## config.mk

```make
export PLATFORM = sky130hd
export DESIGN_NAME = output_port_stage
export DESIGN_NICKNAME = d
export VERILOG_FILES = /design/src/rtl/output_port_stage.sv
export SDC_FILE = /design/constraint.sdc
export NUM_CORES = 1
export LEC_CHECK = 0
export CAP_MARGIN = 30
export CELL_PAD_IN_SITES_DETAIL_PLACEMENT = 1
export CELL_PAD_IN_SITES_GLOBAL_PLACEMENT = 2
export CORE_UTILIZATION = 40
export DETAILED_ROUTE_END_ITERATION = 10
export DONT_BUFFER_PORTS = 1
export PLACE_DENSITY_LB_ADDON = 0.12
export SYNTH_ARGS = -nofsm -noshare
export SYNTH_HDL_FRONTEND = slang
export SYNTH_SLANG_ARGS = --single-unit
```

## constraint.sdc

```tcl
create_clock -name clk -period 2.6 [get_ports clk]
set_input_delay 0.26 -clock clk [delete_from_list [all_inputs] [get_ports clk]]
set_output_delay 0.26 -clock clk [all_outputs]
set_load 0.02 [all_outputs]
```

## src/rtl/output_port_stage.sv

```systemverilog
// ---------------------------------------------------------------------------
// output_port_stage
//
// Per-port transmit stage of the VC router. It takes flits from the crossbar
// that already carry their allocated output VC, rewrites the flit VC field,
// and registers the flit onto the valid/data/ready link toward the
// neighbour's input port. It keeps per-VC credit counters for the
// downstream buffers and per-VC ownership state for the VC allocator.
//
// Ports:
//   clk, rst        clock, synchronous active-high reset
//   in_valid        crossbar flit valid
//   in_data         crossbar flit
//   in_vc           output VC allocated to this flit
//   in_ready        flit accepted this cycle when in_valid is also high
//   alloc_valid     VC allocator claims output VC alloc_vc
//   alloc_vc        VC being claimed
//   vc_free         per-VC "unowned" flags (registered)
//   vc_has_credit   per-VC "credit > 0" flags (registered)
//   credit_in       per-VC one-cycle credit return pulses from downstream
//   valid, data     link flit valid / flit
//   ready           link ready from downstream
//   err             sticky protocol-violation flag, cleared only by rst
//
// Flit layout: [DW-1:DW-2] type (10 head, 00 body, 01 tail, 11 head-tail),
//              [DW-3:DW-4] VC id.
// ---------------------------------------------------------------------------
module output_port_stage #(
    parameter int DW            = 32,
    parameter int V             = 4,
    parameter int BUF_DEPTH     = 4,
    parameter int BUF_DEPTH_LOG = 2
) (
    input  logic          clk,
    input  logic          rst,
    input  logic          in_valid,
    input  logic [DW-1:0] in_data,
    input  logic [1:0]    in_vc,
    output logic          in_ready,
    input  logic          alloc_valid,
    input  logic [1:0]    alloc_vc,
    output logic [V-1:0]  vc_free,
    output logic [V-1:0]  vc_has_credit,
    input  logic [V-1:0]  credit_in,
    output logic          valid,
    output logic [DW-1:0] data,
    input  logic          ready,
    output logic          err
);

    localparam int            CW         = BUF_DEPTH_LOG + 1;
    localparam logic [CW-1:0] CREDIT_MAX = CW'(BUF_DEPTH);

    typedef enum logic {
        VC_FREE  = 1'b0,
        VC_OWNED = 1'b1
    } vc_state_e;

    // Link output register
    logic          valid_q, valid_d;
    logic [DW-1:0] data_q,  data_d;
    logic          err_q,   err_d;

    // Per-VC status gathered from the generate blocks
    logic [V-1:0]  free_vec;
    logic [V-1:0]  has_credit_vec;
    logic [V-1:0]  alloc_err_vec;
    logic [V-1:0]  ovf_err_vec;

    logic          sel_free;
    logic          sel_credit;
    logic          accept;
    logic          is_tail;

    // Look up the status of the VC addressed by in_vc. A VC id beyond V is
    // treated as a free VC, so it is never accepted and flags an error.
    always_comb begin
        sel_free   = 1'b1;
        sel_credit = 1'b0;
        for (int v = 0; v < V; v++) begin
            if (in_vc == 2'(v)) begin
                sel_free   = free_vec[v];
                sel_credit = has_credit_vec[v];
            end
        end
    end

    assign in_ready = (~valid_q | ready) & ~sel_free & sel_credit;
    assign accept   = in_valid & in_ready;
    // Tail and head-tail both have the low type bit set.
    assign is_tail  = in_data[DW-2];

    // -----------------------------------------------------------------------
    // Per-VC ownership FSM and credit counter
    // -----------------------------------------------------------------------
    genvar gi;
    generate
        for (gi = 0; gi < V; gi++) begin : g_vc
            localparam logic [1:0] VC_ID = 2'(gi);

            logic          acc_here;
            logic          alloc_here;
            logic          credit_here;
            vc_state_e     state_q, state_d;
            logic [CW-1:0] credit_q, credit_d;
            logic          has_credit_q;
            logic          alloc_err;
            logic          ovf_err;

            assign acc_here    = accept & (in_vc == VC_ID);
            assign alloc_here  = alloc_valid & (alloc_vc == VC_ID);
            assign credit_here = credit_in[gi];

            // Ownership: a claim on an owned VC (including one whose tail is
            // leaving this very cycle) is ignored and reported.
            always_comb begin
                state_d   = state_q;
                alloc_err = 1'b0;
                case (state_q)
                    VC_FREE: begin
                        if (alloc_here) begin
                            state_d = VC_OWNED;
                        end
                    end
                    VC_OWNED: begin
                        if (acc_here && is_tail) begin
                            state_d = VC_FREE;
                        end
                        if (alloc_here) begin
                            alloc_err = 1'b1;
                        end
                    end
                    default: begin
                        state_d = VC_FREE;
                    end
                endcase
            end

            // Credits: a send and a return in the same cycle cancel out. A
            // return with the counter already full saturates and is reported.
            always_comb begin
                credit_d = credit_q;
                ovf_err  = 1'b0;
                if (acc_here && !credit_here) begin
                    credit_d = credit_q - CW'(1);
                end else if (credit_here && !acc_here) begin
                    if (credit_q == CREDIT_MAX) begin
                        ovf_err = 1'b1;
                    end else begin
                        credit_d = credit_q + CW'(1);
                    end
                end
            end

            always_ff @(posedge clk) begin
                if (rst) begin
                    state_q      <= VC_FREE;
                    credit_q     <= CREDIT_MAX;
                    has_credit_q <= 1'b1;
                end else begin
                    state_q      <= state_d;
                    credit_q     <= credit_d;
                    has_credit_q <= (credit_d != '0);
                end
            end

            assign free_vec[gi]       = (state_q == VC_FREE);
            assign has_credit_vec[gi] = has_credit_q;
            assign alloc_err_vec[gi]  = alloc_err;
            assign ovf_err_vec[gi]    = ovf_err;
        end
    endgenerate

    // -----------------------------------------------------------------------
    // Link register: loads on accept, drains on ready, holds under stall.
    // -----------------------------------------------------------------------
    always_comb begin
        valid_d = valid_q;
        data_d  = data_q;
        if (accept) begin
            valid_d             = 1'b1;
            data_d              = in_data;
            data_d[DW-3:DW-4]   = in_vc;
        end else if (ready) begin
            valid_d = 1'b0;
        end
    end

    // A flit offered to a VC nobody owns is a protocol violation.
    always_comb begin
        err_d = err_q | (|alloc_err_vec) | (|ovf_err_vec) | (in_valid & sel_free);
    end

    always_ff @(posedge clk) begin
        if (rst) begin
            valid_q <= 1'b0;
            data_q  <= '0;
            err_q   <= 1'b0;
        end else begin
            valid_q <= valid_d;
            data_q  <= data_d;
            err_q   <= err_d;
        end
    end

    assign valid         = valid_q;
    assign data          = data_q;
    assign err           = err_q;
    assign vc_free       = free_vec;
    assign vc_has_credit = has_credit_vec;

endmodule

```

# Word level (Yosys, flattened, before mapping)
# Cells that the tools add are included.
# Widths: inputs -> output; s select.
# word_totals
output_inout_bits,43
regBits,54
in_bits,45
word_cells,134
# op_classes
add_sub_neg,8
reduce_logical,29
muxes,50
bitwise,22
n_eq_ne,10
# op_table
operator,count
$mux 3,12
$mux 1,34
$add 3x1->3 const B,4
$and 1x1->1,12
$eq 3x3->1 const B,4
$logic_and 1x1->1,12
$reduce_bool 3->1,4
$sub 3x1->3 const B,4
$eq 2x2->1 const B,4
$logic_not 1->1,8
$pmux 1 s2,4
$reduce_or 4->1,2
$not 1->1,6
$eq 2x1->1 const B,2
$logic_not 2->1,2
$or 1x1->1,4
$reduce_bool 2->1,1

# Depth between registers and ports, before layout
# Gate-level depths: netlist of the first run.
# logic_depth
word_depth,17
mapped_depth,7
ltp_nobuf,7

# Worst setup path before layout of the first run
# OpenSTA, ideal clock, no wires.
# synth_timing
path_kind,flip-flop to flip-flop
startpoint,register valid_q (netlist: valid)
endpoint,register g_vc[0].has_credit_q
path_stages_with_launch,7
t_arrival_ns,1.659
required_ns,2.473
setup_ns,0.127
setup_slack_ns,0.814
path_buffers,1
period_less_slack_ns,1.786
path_cell_list,dfxtp_1 nor2b_2 buf_2 o31ai_1 mux2_1 a221oi_2 nand3_1
# synth_via
elab_chain_cells,11
word_cells_on_any_way,12
cone_classes,2 x mux; 6 x bitwise; 4 x reduce/logical
# synth_lines
item,line_no,source
"start, declared",60,"logic valid_q, valid_d;"
"start signal, assigned",200,valid_q <= valid_d;
$not 1->1 *,88,assign in_ready = (~valid_q | ready) & ~sel_free & sel_credit;
$or 1x1->1 *,88,
$and 1x1->1 * (2 in series),88,
$and 1x1->1 *,89,assign accept = in_valid & in_ready;
$and 1x1->1 *,110,assign acc_here = accept & (in_vc == VC_ID);
$logic_not 1->1,146,end else if (credit_here && !acc_here) begin
$logic_and 1x1->1,146,
$mux 3,146,
$mux 3 *,144,if (acc_here && !credit_here) begin
$reduce_bool 3->1 *,163,has_credit_q <= (credit_d != '0);
"end signal, assigned",163,
"end, declared",106,logic has_credit_q;
# Mark *: on every way between the ends. The rest lies on a longest branch, timed or not.
# A chain may end at the register's enable or synchronous reset.

# Worst setup path after layout of the first run
# layout_timing
startpoint,register valid_q (netlist: valid)
endpoint,output in_ready
# layout_via
elab_chain_cells,4
# layout_lines
item,line_no,source
$not 1->1,88,
$or 1x1->1,88,
$and 1x1->1 (2 in series),88,
"end, declared",39,"output logic in_ready,"
# Every way passes these cells.

==> results.md, run 1 <==
* Die ar. at around 7600 um^2
* Power per cell area at about 640 nW/um^2
* Setup violations, final at 0
* Final worst path period share at between 80% and 90%
* Yosys cell types at 52
* Top FF cell, synth: dfxtp_1
* First-pass GRT wire length at ~11000 um
* Sequential cell area at about 1100 um^2
* Largest net degree at the start of global routing at 36
* Synthesized cell area at between 2000 and 3000 um^2
* Synthesis-stage register bit count at 54
* Row count at 30
* HP Class: in2reg
* Die height at a little under 90 um
* ANT cells at 0
* CTS tree: built
* Layout cell share with drive strength beyond 1 at between 10% and 20%
* Least-Margin Pin Slew at between 600 and 700 ps
* CTS resizes at 0
* Seq/Total Area, Yosys at a little under two fifths
* Multi-input logic area at 1595 um^2
* Post-detailed-route count of antenna-violating nets at 0
* Overflow after GRT at 0
* Clock latency on the worst-skew pair at 310 ps
* Number of global-route vias before repair at about 2100
* Final non-filler cell total at 392
* Worst vdd ir at around 0.24 mV
* Final Max Tran Viols at 0
* Fill count at between 800 and 900
* Post-synth net total at roughly 360
* Leakage at between 1 and 1.5 nW
* Worst Path Arrival at between 1500 and 2000 ps
* CTS root buf: clkbuf_8
* # H-tree levels at 2
* Status: complete, no violations
* Clk slew on worst S/H paths at about 100 ps
* EDFF count, synth at 0
* Setup_tns at 0 ps
* YS warnings at 0
* Core area at 6869 um^2
* GRT Total Usage at a little under a fifth
* Max Root-Sink Buffers at 2
* Pwr Total at roughly 2.0 mW
* Final WL at around 6600 um
* Vias per cell at ~5.3
* Setup bufs post-CTS at 0
* Drt pass-1 iters at 4
* Post-Route Skew at ~7.9 ps
* Cells after Synth at roughly 300
* Post-route DRC at 0
* Mean routed wirelength per cell at 16.95 um
* Max Fanout on Critical Path at 10
* Initial antenna violation count at 0
* Die Span X at around 87 um
* Nets at 352
* Slew margin rel. at roughly 55%
* Flop2flop setup slack at 440 ps
* Hold Fails Final Rpt at 0
* Critical path data required time at between 2000 and 2500 ps
* Hpwl dp at between 4000 and 5000 um
* Setup Crit Path Kind: reg2out
* Via count at roughly 2100
* Starting Density at a little over two fifths
* Mapped Avg Cell Area at 9.503 um^2
* Placer congestion estimate at 0.7574
* Unrepaired setup endpoints after global routing: no
* Placed insts at between 300 and 400
* CP Capture Type: primary output
* PortBufs at 0
* MaxCap Viol Count at 0
* CP startpoint kind: flop
* CTS Buf Count at 5
* CTS sink cnt at 54
* Area grow syn2layout at 5.240%
* Ys async rst share at 0%
* Iter 0 DRT Violations at 57
* F_max at about 460 MHz
* # IOs at 88
* Crit path time final at roughly 2200 ps
state kept, by name (all words and copies together) (netlist names):
name and cells:
g_vc.state_q 4, g_vc.credit_q 12, valid 1, err 1, g_vc.has_credit_q 4, data 32
final timing paths:
check                 from              endpoint  depth (start not counted)
setup / recovery     valid              in_ready                          3
hold reg to reg   data[28]              data[28]                          2
hold / removal         rst   g_vc[0].credit_q[2]                          2
setup reg to reg     valid  g_vc[1].has_credit_q                          5
routing by layer:
layer  track usage, %  routed length [um]  up-vias
met5                0                   0        -
li1                 -                   -     1045
met3            5.118                 340        6
met1            23.39                3095     1005
met4            4.091                  53        0
met2            29.63                3153       40
power by group:
part | internal [mW] | switching, mW | total (mW)
clock | 0.200 | 0.301 | 0.502
sequential | 0.875 | 0.0761 | 0.951
combinational | 0.237 | 0.272 | 0.508
total | 1.31 | 0.649 | 1.96
area by class of cell:
| cell class | instances | area share, % |
|---|---|---|
| well taps | 96 | 3.951 |
| inverters | 19 | 2.346 |
| flip-flops and latches | 54 | 35.56 |
| clock inverters | 3 | 0.9465 |
| clock buffers | 5 | 2.263 |
| multi-input cells | 209 | 52.47 |
| repair buffers | 6 | 2.469 |
worst max-delay path: stages (launching register included):
cell	delay, ps
dfxtp_1	450
nor2b_2	590
nor4_2	170
or2_2	410
cell usage after synthesis (all sizes together) (2+ instances only):
master | n | area [um^2]
nor3b | 2 | 15.01
or3 | 4 | 30.03
a21o | 2 | 15.01
nand3 | 6 | 30.03
xnor2 | 10 | 87.58
ha | 12 | 150.1
mux2i | 41 | 422.9
clkbuf | 9 | 33.78
nand3b | 2 | 15.01
and4b | 2 | 20.02
o2111ai | 2 | 17.52
o31ai | 3 | 22.52
nor2b | 3 | 21.27
a311oi | 4 | 35.03
nor2 | 44 | 165.2
o21ai | 5 | 36.29
a211o | 3 | 26.28
nor4 | 4 | 61.31
inv | 19 | 71.31
o211ai | 2 | 15.01
a31oi | 7 | 43.79
nor3 | 9 | 50.05
buf | 13 | 107.6
a211oi | 2 | 15.01
a221oi | 2 | 30.03
nand2 | 13 | 48.80
nand4b | 2 | 32.53
dfxtp | 54 | 1081
nand4 | 2 | 12.51
mux2 | 4 | 45.04
a21oi | 9 | 45.04
metrics by stage:
step	instance area, um^2	util (%)	hold WS, ps	worst slack, ps
2_1_floorplan	2889	-	375.0	813.9
3_3_place_gp	2903	42.26	336.7	491.9
3_5_place_dp	2903	42.26	335.0	445.7
4_1_cts	3030	44.12	1.013	384.4
5_1_grt	3040	44.26	30.88	292.5
6_report	3040	44.26	43.04	408.1
layout by cell type, fill, tap and decap left out, types with 2 or more instances in the layout:
cell,n
a21o_1,2
buf_4,2
mux2_1,2
xnor2_1,10
nand3_1,6
o21ai_0,2
nor3_1,8
or3_1,3
ha_1,12
o31ai_1,3
clkinv_4,2
a211oi_1,2
nand3b_1,2
dfxtp_1,54
a211o_1,3
o2111ai_1,2
mux2i_1,40
inv_1,18
o21ai_1,2
dlygate4sd3_1,2
nor2_1,44
a31oi_1,7
a311oi_1,4
o211ai_1,2
nand4_1,2
a221oi_2,2
nor2b_1,2
and4b_1,2
buf_12,2
nor3b_1,2
mux2_2,2
nand2_1,13
a21oi_1,9
clkbuf_8,5
nor4_4,2
what timing repair did:
item / CTS / global route
endpoints found under the hold margin: 35 / 3
hold buffers: 2 / 1
endpoints found under the setup margin: 0 / 0
kinds of logic after synthesis:
logic type	after synthesis	synth area share [%]
XOR/XNOR	10	3.031
AND/OR/NAND/NOR	94	17.58
AO/OA/AOI/OAI	46	12.04
multiplexers	46	16.98
buffers and inverters	41	7.362
adder cells (fa/ha/maj)	13	5.587
flip-flops	54	37.42
Note: power is estimated with default switching activity, not from simulation.
==> inputs of run 2 (changes only) <==
- CORE_UTILIZATION: 40 -> 37
- clock period: 2.6 -> 2.2 ns (I/O delays scaled with it)
==> results.md, run 2 (synthesis results as in run 1) <==
* Max layer used: met4
* Leakage at 1.400 nW (+3.5%)
* Max FFs per register at 32 (unchanged)
* WL met1 at 3087 um (-0.26%)
* Hold_ws at 19.33 ps (-23.71 ps)
* CTS sink cnt at 54 (unchanged)
* # H-tree levels at 2 (unchanged)
* Final Instance Area at 3109 um^2 (+2.3%)
* Fill count at 836 (+3.3%)
* Vias per cell at 5.366 (+0.36%)
* Flop2flop setup slack at 250 ps (-190 ps)
* Setup crit end: in_ready
* Critical path data required time at 1980 ps (-360 ps)
* Iter 0 DRT Violations at 51 (-11%)
* Critical path origin: valid
* Layout cell share with drive strength beyond 1 at 13.44% (+3.3 points)
* Via count at 2168 (+3.4%)
* Placed insts at 390 (+2.4%)
* Power per cell area at 750.5 nW/um^2 (+16%)
* Met3 wire length at 407 um (+20%)
* CTS tree: built
* Mean routed wirelength per cell at 16.95 um (about the same)
* Overflow after GRT at 0 (unchanged)
* MaxCap Viol Count at 0 (unchanged)
* Met2 WL at 3254 um (+3.2%)
* Drt pass-1 iters at 3 (-1)
* First-pass GRT wire length at 11120 um (+4.5%)
* CTS root buf: clkbuf_8
* Slew margin rel. at 61.47% (+6.1 points)
* Post-route DRC at 0 (unchanged)
* F_max at 510.7 MHz
* Area after DPL at 2952 um^2 (+1.7%)
* Nets at 361 (+2.6%)
* Multi-input logic area at 1595 um^2 (unchanged)
* Final worst path period share at about nine tenths
* Post-detailed-route count of antenna-violating nets at 0 (unchanged)
* Hold Fails Final Rpt at 0 (unchanged)
* CP Capture Type: primary output
* CP startpoint kind: flop
* GRT Total Usage at 17.05% (-0.98 points)
* Placer congestion estimate at 0.7236 (-4.5%)
* Largest net degree at the start of global routing at 46 (+28%)
* Path depth of the worst reg2reg path at 6 (+1)
* Die ar. at 8166 um^2 (+7.9%)
* Most frequent cells in the layout: dfxtp_1, nor2_1, mux2i_1
* Setup Crit Path Kind: reg2out
* HP Class: in2reg
* Final non-filler cell total at 404 (+3.1%)
* Die height at 90.37 um (+3.9%)
* Max Root-Sink Buffers at 2 (unchanged)
* Area grow syn2layout at 7.622%
* FF-to-FF Start: valid
* Row count at 31 (+3.3%)
* Setup violations, final at 0 (unchanged)
* Initial antenna violation count at 0 (unchanged)
* ANT cells at 0 (unchanged)
* CTS Buf Count at 5 (unchanged)
* PortBufs at 0 (unchanged)
* Clk slew on worst S/H paths at 100 ps (about the same)
* Max Fanout on Critical Path at 10 (unchanged)
* Starting Density at 39.00% (-3.1 points)
* Hpwl dp at 4932 um (+5.0%)
* Least-Margin Pin Slew at 575.3 ps (-88.52 ps)
* Sequential cell area at 1081 um^2 (unchanged)
* Final Max Tran Viols at 0 (unchanged)
* Clock latency on the worst-skew pair at 310 ps (about the same)
* Final WL at 6849 um (+3.1%)
* Worst Path Arrival at 1740 ps (-190 ps)
* # IOs at 88 (unchanged)
* Commonest non-fill, non-tap cell in the layout: dfxtp_1
* Status: complete, no violations
* Unrepaired setup endpoints after global routing: no
* Die Span X at 90.37 um (+3.9%)
* Critical R2R Capture: g_vc[3].state_q
* Post-Route Skew at 5.377 ps (-2.475 ps)
* Core area at 7408 um^2 (+7.9%)
* Crit path time final at approximately 2000 ps
* Worst vdd ir at 0.2936 mV (+24%)
* Setup_tns at 0 ps (unchanged)
* Number of global-route vias before repair at 2217 (+5.0%)
==> run 2: cell count changes in the layout (fill, tap and decap cells not counted), sizes merged <==
cell	before	now
dlygate4sd3	2	0
inv	20	19
buf	4	15
clkbuf	5	6
==> run 2: cell type report <==
type                       count  area share [%]
multi-input combinational    209           51.31
sequential                    54           34.77
timing repair buffer          15           4.427
tap                           99           3.984
clock buffer                   6           2.656
inverter                      19           2.294
clock inverter                 2          0.5634
==> run 2: what timing repair did <==
action	in CTS	in global routing
setup endpoints to repair	0	1
setup buffers	0	5
endpoints found under the hold margin	45	0
gates resized for setup	0	0
hold buffers	1	0
==> run 2: worst min-delay path by stage <==
stage / startpoint / end / depth (start not counted)
6_report: in_vc[0] / g_vc[3].state_q / 1
5_1_grt: in_vc[0] / g_vc[3].state_q / 1
4_1_cts: in_vc[1] / g_vc[2].state_q / 1
3_5_place_dp: rst / g_vc[2].credit_q[1] / 1
3_3_place_gp: rst / g_vc[1].credit_q[0] / 1
2_1_floorplan: rst / g_vc[2].credit_q[2] / 1
==> run 2: metrics by stage <==
stage                     util [%]  power, mW  setup slack, ps
final                        41.97      2.334            241.8
after global routing         41.97      2.491            73.35
after CTS                    41.46      2.365            183.8
after detailed placement     39.84      1.736            206.2
after global placement       39.84      1.722            252.5
after floorplan                  -      1.650            413.9
==> run 2: power breakdown <==
group	total [mW]	switching, mW	internal [mW]
registers	1.12	0.0843	1.03
clock network	0.605	0.345	0.260
logic	0.610	0.328	0.282
==> run 2: per-layer routing <==
layer,global-route usage (%),up-vias
met5,0,-
met4,4.973,0
met3,5.808,11
met2,27.99,48
met1,21.09,1036
li1,-,1073
==> run 2: critical path, stage by stage (launching register included) <==
cell and delay [ps]:
dfxtp_1 350, nor2b_2 510, nor4_2 160, or2_2 410
